## src/rtl/tag_rx_hop_integrator.sv

```systemverilog
// tag_rx_hop_integrator: per-hop coherent I/Q window integrator with settle skip and single-entry output buffer
module tag_rx_hop_integrator #(
  parameter int DATA_WIDTH = 16,
  parameter int NHOP_WIDTH = 7,
  parameter int ACC_LOG2   = 10,
  parameter int SKIP       = 16
) (
  input  logic                                 clk,
  input  logic                                 reset,
  input  logic                                 rx_valid,
  input  logic signed [DATA_WIDTH-1:0]         irx_in,
  input  logic signed [DATA_WIDTH-1:0]         qrx_in,
  input  logic        [NHOP_WIDTH-1:0]         nhop,
  output logic                                 o_valid,
  input  logic                                 o_ready,
  output logic signed [DATA_WIDTH+ACC_LOG2-1:0] o_i_sum,
  output logic signed [DATA_WIDTH+ACC_LOG2-1:0] o_q_sum,
  output logic        [NHOP_WIDTH-1:0]         o_hop,
  output logic        [15:0]                   o_win_idx,
  output logic        [15:0]                   drop_cnt
);
  localparam int SW = DATA_WIDTH + ACC_LOG2;
  localparam int CW = ACC_LOG2 > 16 ? ACC_LOG2 : 16;
  localparam logic [CW-1:0] SKIP_LAST = CW'(SKIP - 1);
  localparam logic [CW-1:0] WIN_LAST  = CW'((1 << ACC_LOG2) - 1);
  typedef enum logic [1:0] {IDLE, SETTLE, ACCUM} state_t;
  state_t                state;
  logic [NHOP_WIDTH-1:0] hop;
  logic [CW-1:0]         cnt;
  logic signed [SW-1:0]  acc_i, acc_q, sum_i, sum_q;
  logic [15:0]           win;
  logic                  hop_chg, free;
  assign hop_chg = state != IDLE && nhop != hop;
  assign free    = !o_valid || o_ready;
  assign sum_i   = acc_i + {{ACC_LOG2{irx_in[DATA_WIDTH-1]}}, irx_in};
  assign sum_q   = acc_q + {{ACC_LOG2{qrx_in[DATA_WIDTH-1]}}, qrx_in};
  // Hop tracking, settle/accumulate sequencing and the registered output buffer
  always_ff @(posedge clk) begin
    if (!reset) begin
      state     <= IDLE;
      hop       <= '0;
      cnt       <= '0;
      acc_i     <= '0;
      acc_q     <= '0;
      win       <= '0;
      o_valid   <= 1'b0;
      o_i_sum   <= '0;
      o_q_sum   <= '0;
      o_hop     <= '0;
      o_win_idx <= '0;
      drop_cnt  <= '0;
    end else begin
      if (o_valid && o_ready) o_valid <= 1'b0;
      if (state == IDLE || hop_chg) begin
        if (rx_valid || hop_chg) begin
          hop   <= nhop;
          acc_i <= '0;
          acc_q <= '0;
          win   <= '0;
          state <= rx_valid && SKIP_LAST == '0 ? ACCUM : SETTLE;
          cnt   <= rx_valid && SKIP_LAST != '0 ? CW'(1) : '0;
        end
      end else if (rx_valid) begin
        if (state == SETTLE) begin
          state <= cnt == SKIP_LAST ? ACCUM : SETTLE;
          cnt   <= cnt == SKIP_LAST ? '0 : cnt + 1'b1;
        end else if (cnt == WIN_LAST) begin
          cnt   <= '0;
          acc_i <= '0;
          acc_q <= '0;
          win   <= win + 1'b1;
          if (free) begin
            o_valid   <= 1'b1;
            o_i_sum   <= sum_i;
            o_q_sum   <= sum_q;
            o_hop     <= hop;
            o_win_idx <= win;
          end else if (drop_cnt != '1) begin
            drop_cnt <= drop_cnt + 1'b1;
          end
        end else begin
          acc_i <= sum_i;
          acc_q <= sum_q;
          cnt   <= cnt + 1'b1;
        end
      end
    end
  end
endmodule
```

## config.mk

```make
export PLATFORM = sky130hd
export DESIGN_NAME = tag_rx_hop_integrator
export DESIGN_NICKNAME = d
export VERILOG_FILES = /design/src/rtl/tag_rx_hop_integrator.sv
export SDC_FILE = /design/constraint.sdc
export NUM_CORES = 1
export LEC_CHECK = 0
export CAP_MARGIN = 25
export CORE_MARGIN = 3
export CORE_UTILIZATION = 50
export DETAILED_ROUTE_END_ITERATION = 16
export GPL_TIMING_DRIVEN = 0
export PLACE_DENSITY = 0.77
export SETUP_SLACK_MARGIN = 0.2
export SLEW_MARGIN = 10
export SYNTH_ARGS = -nofsm -noshare
export SYNTH_HDL_FRONTEND = slang
export SYNTH_SLANG_ARGS = --single-unit
```

## constraint.sdc

```tcl
create_clock -name clk -period 2.9 [get_ports clk]
set_clock_uncertainty 0.1 [all_clocks]
set_input_delay 0.58 -clock clk [delete_from_list [all_inputs] [get_ports clk]]
set_output_delay 0.58 -clock clk [all_outputs]
set_load 0.03 [all_outputs]
```

* After elaboration in Yosys (flattened, before gate mapping)
Index checks and enable logic that the tools add are counted.
Storage, ports and cells: bits in registers 185, output and inout bits 92, logic and storage cells 77
Operators by class: $add $sub $neg 5, equality and inequality tests 7, multiplexer cells 32, bitwise logic cells 3, reductions and logical operators 18
Operators with widths (count):
- 2-to-1 mux 26 bit | 9
- 2-to-1 mux 16 bit | 11
- adder 26 bit | 2
- adder 16 x 1 -> 16 bit (second input constant) | 3
- equality test 16 x 10 -> 1 bit (second input constant) | 1
- equality test 16 x 4 -> 1 bit (second input constant) | 1
- inequality test 16 bit (second input constant) | 1
- 2-to-1 mux 2 bit | 5
- nonzero test 2 bit | 4
- 2-to-1 mux 1 bit | 7
- inequality test 7 bit | 1
- AND reduction 3 bit | 2
- AND reduction 6 bit | 1
- AND reduction 5 bit | 1
- AND reduction 2 bit | 2
- AND reduction 4 bit | 1
- logical OR 1 bit | 3
- NOT 1 bit | 3
- equality test 2 x 1 -> 1 bit (second input constant) | 1
- logical AND 1 bit | 2
- logical NOT 2 bit | 1
- inequality test 2 x 1 -> 1 bit (second input constant) | 1
- inequality test 2 bit (second input constant) | 1
- logical NOT 1 bit | 1

* Longest topological paths before layout
depth after elaboration 7, depth in mapped cells 11

* Least setup slack after synthesis
No wires, ideal clock.
path kind input-to-reg, start in qrx_in[0], end reg acc_q[22], library setup time 0.128 ns, arrival time 2.798 ns, required time 2.672 ns, path slack -0.126 ns, stages on the path 10, path buffers 0, path through ha_1 > fa_1 > a21o_1 > a21oi_1 > o21ai_0 > a21boi_0 > a211oi_1 > a221oi_1 > xor2_1 > o21ai_0
Between the ends: longest elaborated chain between the ends 5
Ends and longest elaborated chain:
- start, declared | RTL line 12 | input logic signed [DATA_WIDTH-1:0] qrx_in,
- adder 26 bit | RTL line 36 | assign sum_q = acc_q + {{ACC_LOG2{qrx_in[DATA_WIDTH-1]}}, qrx_in};
- 2-to-1 mux 26 bit | RTL line 67 | end else if (cnt == WIN_LAST) begin
- 2-to-1 mux 26 bit | RTL line 64 | if (state == SETTLE) begin
- 2-to-1 mux 26 bit | RTL line 63 | end else if (rx_valid) begin
- 2-to-1 mux 26 bit | RTL line 54 | if (state == IDLE || hop_chg) begin
- end signal, assigned | RTL line 83 | acc_q <= sum_q;
- end, declared | RTL line 30 | logic signed [SW-1:0] acc_i, acc_q, sum_i, sum_q;
Every way passes these cells. The select of a mux whose other input is x is not followed. A chain may end at the register's enable or synchronous reset.

* Worst setup path in the final report
start reg cnt[1], end reg o_i_sum[18]
Between the ends: longest elaborated chain between the ends 2
Ends and longest elaborated chain:
- start, declared | RTL line 29 | logic [CW-1:0] cnt;
- start signal, assigned | RTL line 61 | cnt <= rx_valid && SKIP_LAST != '0 ? CW'(1) : '0;
- start signal, assigned | RTL line 66 | cnt <= cnt == SKIP_LAST ? '0 : cnt + 1'b1;
- start signal, assigned | RTL line 84 | cnt <= cnt + 1'b1;
- equality test 16 x 10 -> 1 bit | RTL line 67
- AND reduction 5 bit (no line)
- end signal, assigned | RTL line 74 | o_i_sum <= sum_i;
- end, declared | RTL line 16 | output logic signed [DATA_WIDTH+ACC_LOG2-1:0] o_i_sum,
Every way passes these cells.

==> summary.md <==
| Metric | Value |
|---|---|
| Initial antenna violation count | 0 |
| RD Place Congestion | 0.946 |
| Post-DP HPWL | 22400 um |
| Setup CP Type | reg -> reg |
| First-pass GRT wire length | 50500 um |
| Die span in x | 147 um |
| GRT met2 Usage | 47.4% |
| Die H | 147 um |
| Fillers | 1525 |
| Mapped Cells | 1252 |
| Leak Pwr | 5.18 nW |
| GR Util All Layers | 28.7% |
| Mean Syn Cell Area | 7.96 um2 |
| CTS H-tree depth | 4 |
| Setup-failing EPs final | 0 |
| Synth-to-layout area growth | 38.0% |
| Critical-path cell list | ha_4, nand2_4, nor4_4, nand3_2, or3_4, nand2b_4, buf_8, or4_1, a31oi_1 |
| Unrepaired setup endpoints after global routing | true |
| Via count of the first global-routing pass | 9761 |
| DIE AREA | 21700 um2 |
| CTS Buf Count | 17 |
| Final wirelength | 33100 um |
| DR pass1 iterations | 7 |
| M3 GR Usage | 5.98% |
| Cell family with most CP delay | simple AND/OR/NAND/NOR gates |
| Critical Path End Type | flop |
| Post-synth EDFFs | 0 |
| Layer with the highest usage | met2 |
| Final ANT Viol Nets | 0 |
| Unique masters post-synth | 75 |
| Predominant post-synthesis flop cell | dfxtp_1 |
| Final Hold Vio Count | 0 |
| DRC | 0 |
| Total gr overflow | 0 |
| Mapped cell area | 9970 um2 |
| Core Area | 19500 um2 |
| IO Count | 135 |
| Num Clock Sinks | 185 |
| Port buffer count | 132 |
| Fmax | 366 MHz |
| Total design power | 5.48 mW |
| Setup crit start kind | flop |
| Grt met1 use | 37.6% |
| Slew margin rel. | 46.3% |
| Buf/Inv on CP | 1 |
| Syn nets | 1350 |
| Min cycle time layout | 2.73 ns |
| Antenna cells | 0 |
| Via total after detailed routing | 10500 |
| Sequential area share after synthesis | 37.1% |
| Reg clk slew, reported paths | 0.08 ns |
| Worst-path maximum fanout | 8 |
| Initial Utilization | 51.1% |
| Period utilisation layout | 94.2% |
| Layout Cell Area excl Fill | 13800 um2 |
| Worst min-delay path category | reg -> reg |
| Clock tree root buffer cell | clkbuf_16 |
| Layout cells sized above 1 | 19.7% |
| Drt wl/cell | 18.9 um |
| CTS tree | yes |
| Worst path slowest cell | or3_4 |
| Iteration-0 DRC Markers | 976 |
| Final nets | 1571 |
| Routed vias/inst | 5.99 |
| Yosys Warn Count | 0 |
| Power per cell area | 398 nW/um2 |
| Pins Over Slew Limit | 0 |
| Crit-path max cell delay | 0.48 ns |
| Max_cap viols | 0 |
| Row cnt | 51 |
| Status | complete, no violations |
| Async SR Flop Fraction | 0% |
| Yosys reg bits | 185 |
| Hold_buf cts | 0 |
| CTS max path bufs | 2 |
| Area of placed instances | 11700 um2 |
| Crit path DAT | 2.99 ns |
| Required @ worst endpoint | 3.16 ns |
| Peak VDD IR | 0.435 mV |
| Clock Latency Late Sink | 0.45 ns |
| Slew @ Worst Pin | 0.806 ns |
| Largest net degree at the start of global routing | 21 |
## power by group
part           total, mW  switching [mW]  internal, mW
Combinational      0.477           0.293         0.184
Clock               2.44            1.19          1.25
Sequential          2.56          0.0122          2.55
## kinds of logic (layout without fill, tap and decap cells)
logic type	Yosys count	after routing	synth area share (%)
buffers and inverters	85	319	3.46
xor gates and xnor gates	75	75	6.59
muxes	5	5	0.515
adders and majority gates	55	55	7.05
and+or+nand+nor	501	501	24.1
DFF	185	185	37.1
AOI/OAI and AO/OA	346	346	21.1
## per-stage QoR
stage | hold WS [ns] | util [%] | worst slack, ns | TNS [ns] | instances
after global routing | 0.375 | 70.5 | 0.0872 | 0 | 1751
after CTS | 0.356 | 67.6 | 0.184 | 0 | 1712
final | 0.353 | 70.5 | 0.168 | 0 | 1751
after floorplan | 0.329 | - | 0.151 | 0 | 1252
after detailed placement | 0.345 | 60.0 | -1.21 | -120.64 | 1650
after global placement | 0.339 | 60.0 | -1.14 | -114.83 | 1649
## cells in the final DEF, fill, tap and decap left out, types with 16 or more instances in the layout
cell type and instances:
nand3_1 40, nor2_1 101, a21o_1 18, o21ai_0 60
nand2_1 184, inv_1 16, clkdlybuf4s50_1 97, buf_4 71
nand4_1 22, clkbuf_1 27, clkbuf_16 17, ha_1 24
xor2_1 41, nor3_1 29, dfxtp_1 177, a21oi_2 16
xnor2_1 28, a21oi_1 131, clkbuf_2 19, ha_4 28
## worst reg2reg max path, delay by kind of cell, from the launching register on
family | cells | cell delay, ns
simple gates | 6 | 1.67
flops | 1 | 0.38
compound gates | 1 | 0.20
buf+inv | 1 | 0.15
fa+ha+maj | 1 | 0.17
## repair_timing
item / in CTS / in global routing
gates cloned: 0 / 1
resized for setup: 175 / 114
setup endpoints to repair: 165 / 124
pin swaps: 45 / 69
buffers inserted: 30 / 39
## sequential cells by signal (all words and copies together) (netlist names)
name,cells
state,2
o_i_sum,26
hop,7
acc_i,26
o_hop,7
cnt,16
o_win_idx,16
o_valid,1
acc_q,26
drop_cnt,16
win,16
o_q_sum,26
## cell usage after synthesis, drive strengths merged, types with 12 or more instances
library cell | number | area (um2)
ha | 53 | 663
a21oi | 148 | 741
nand2 | 190 | 716
clkbuf | 52 | 195
nand3 | 46 | 235
xnor2 | 33 | 289
or3 | 12 | 85.1
dfxtp | 185 | 3700
a21o | 18 | 135
o21ai | 71 | 355
a31oi | 15 | 93.8
and3 | 19 | 119
nor3 | 34 | 175
inv | 17 | 63.8
buf | 15 | 82.6
a22oi | 17 | 128
nor2 | 106 | 398
xor2 | 42 | 368
a211oi | 14 | 110
nand4 | 22 | 138
## path summary, 6_finish.rpt
path              slack [ns]         start  cells after the start      endpoint
setup / recovery        0.17        cnt[1]                      9   o_i_sum[18]
hold / removal          0.35  o_win_idx[6]                      2  o_win_idx[6]
setup reg to reg        0.17        cnt[1]                      9   o_i_sum[18]
hold reg to reg         0.35  o_win_idx[6]                      2  o_win_idx[6]
## area by class of cell
class | count | area [um2] | share of cell area (%)
clock buffers | 17 | 425 | 3.09
inverters | 18 | 67.6 | 0.491
clock inverters | 15 | 203 | 1.47
plain buffers | 66 | 429 | 3.12
well taps | 265 | 332 | 2.41
repair buffers | 203 | 1820 | 13.2
multi-input cells | 982 | 6770 | 49.2
flip-flops and latches | 185 | 3720 | 27.0
## per-layer routing
| metal | wire [um] | vias up |
|---|---|---|
| met5 | 0 | - |
| met1 | 13900 | 5002 |
| met2 | 15600 | 485 |
| met4 | 1040 | 0 |
| li1 | - | 4910 |
| met3 | 2530 | 95 |
(Power assumes the default switching activity.)
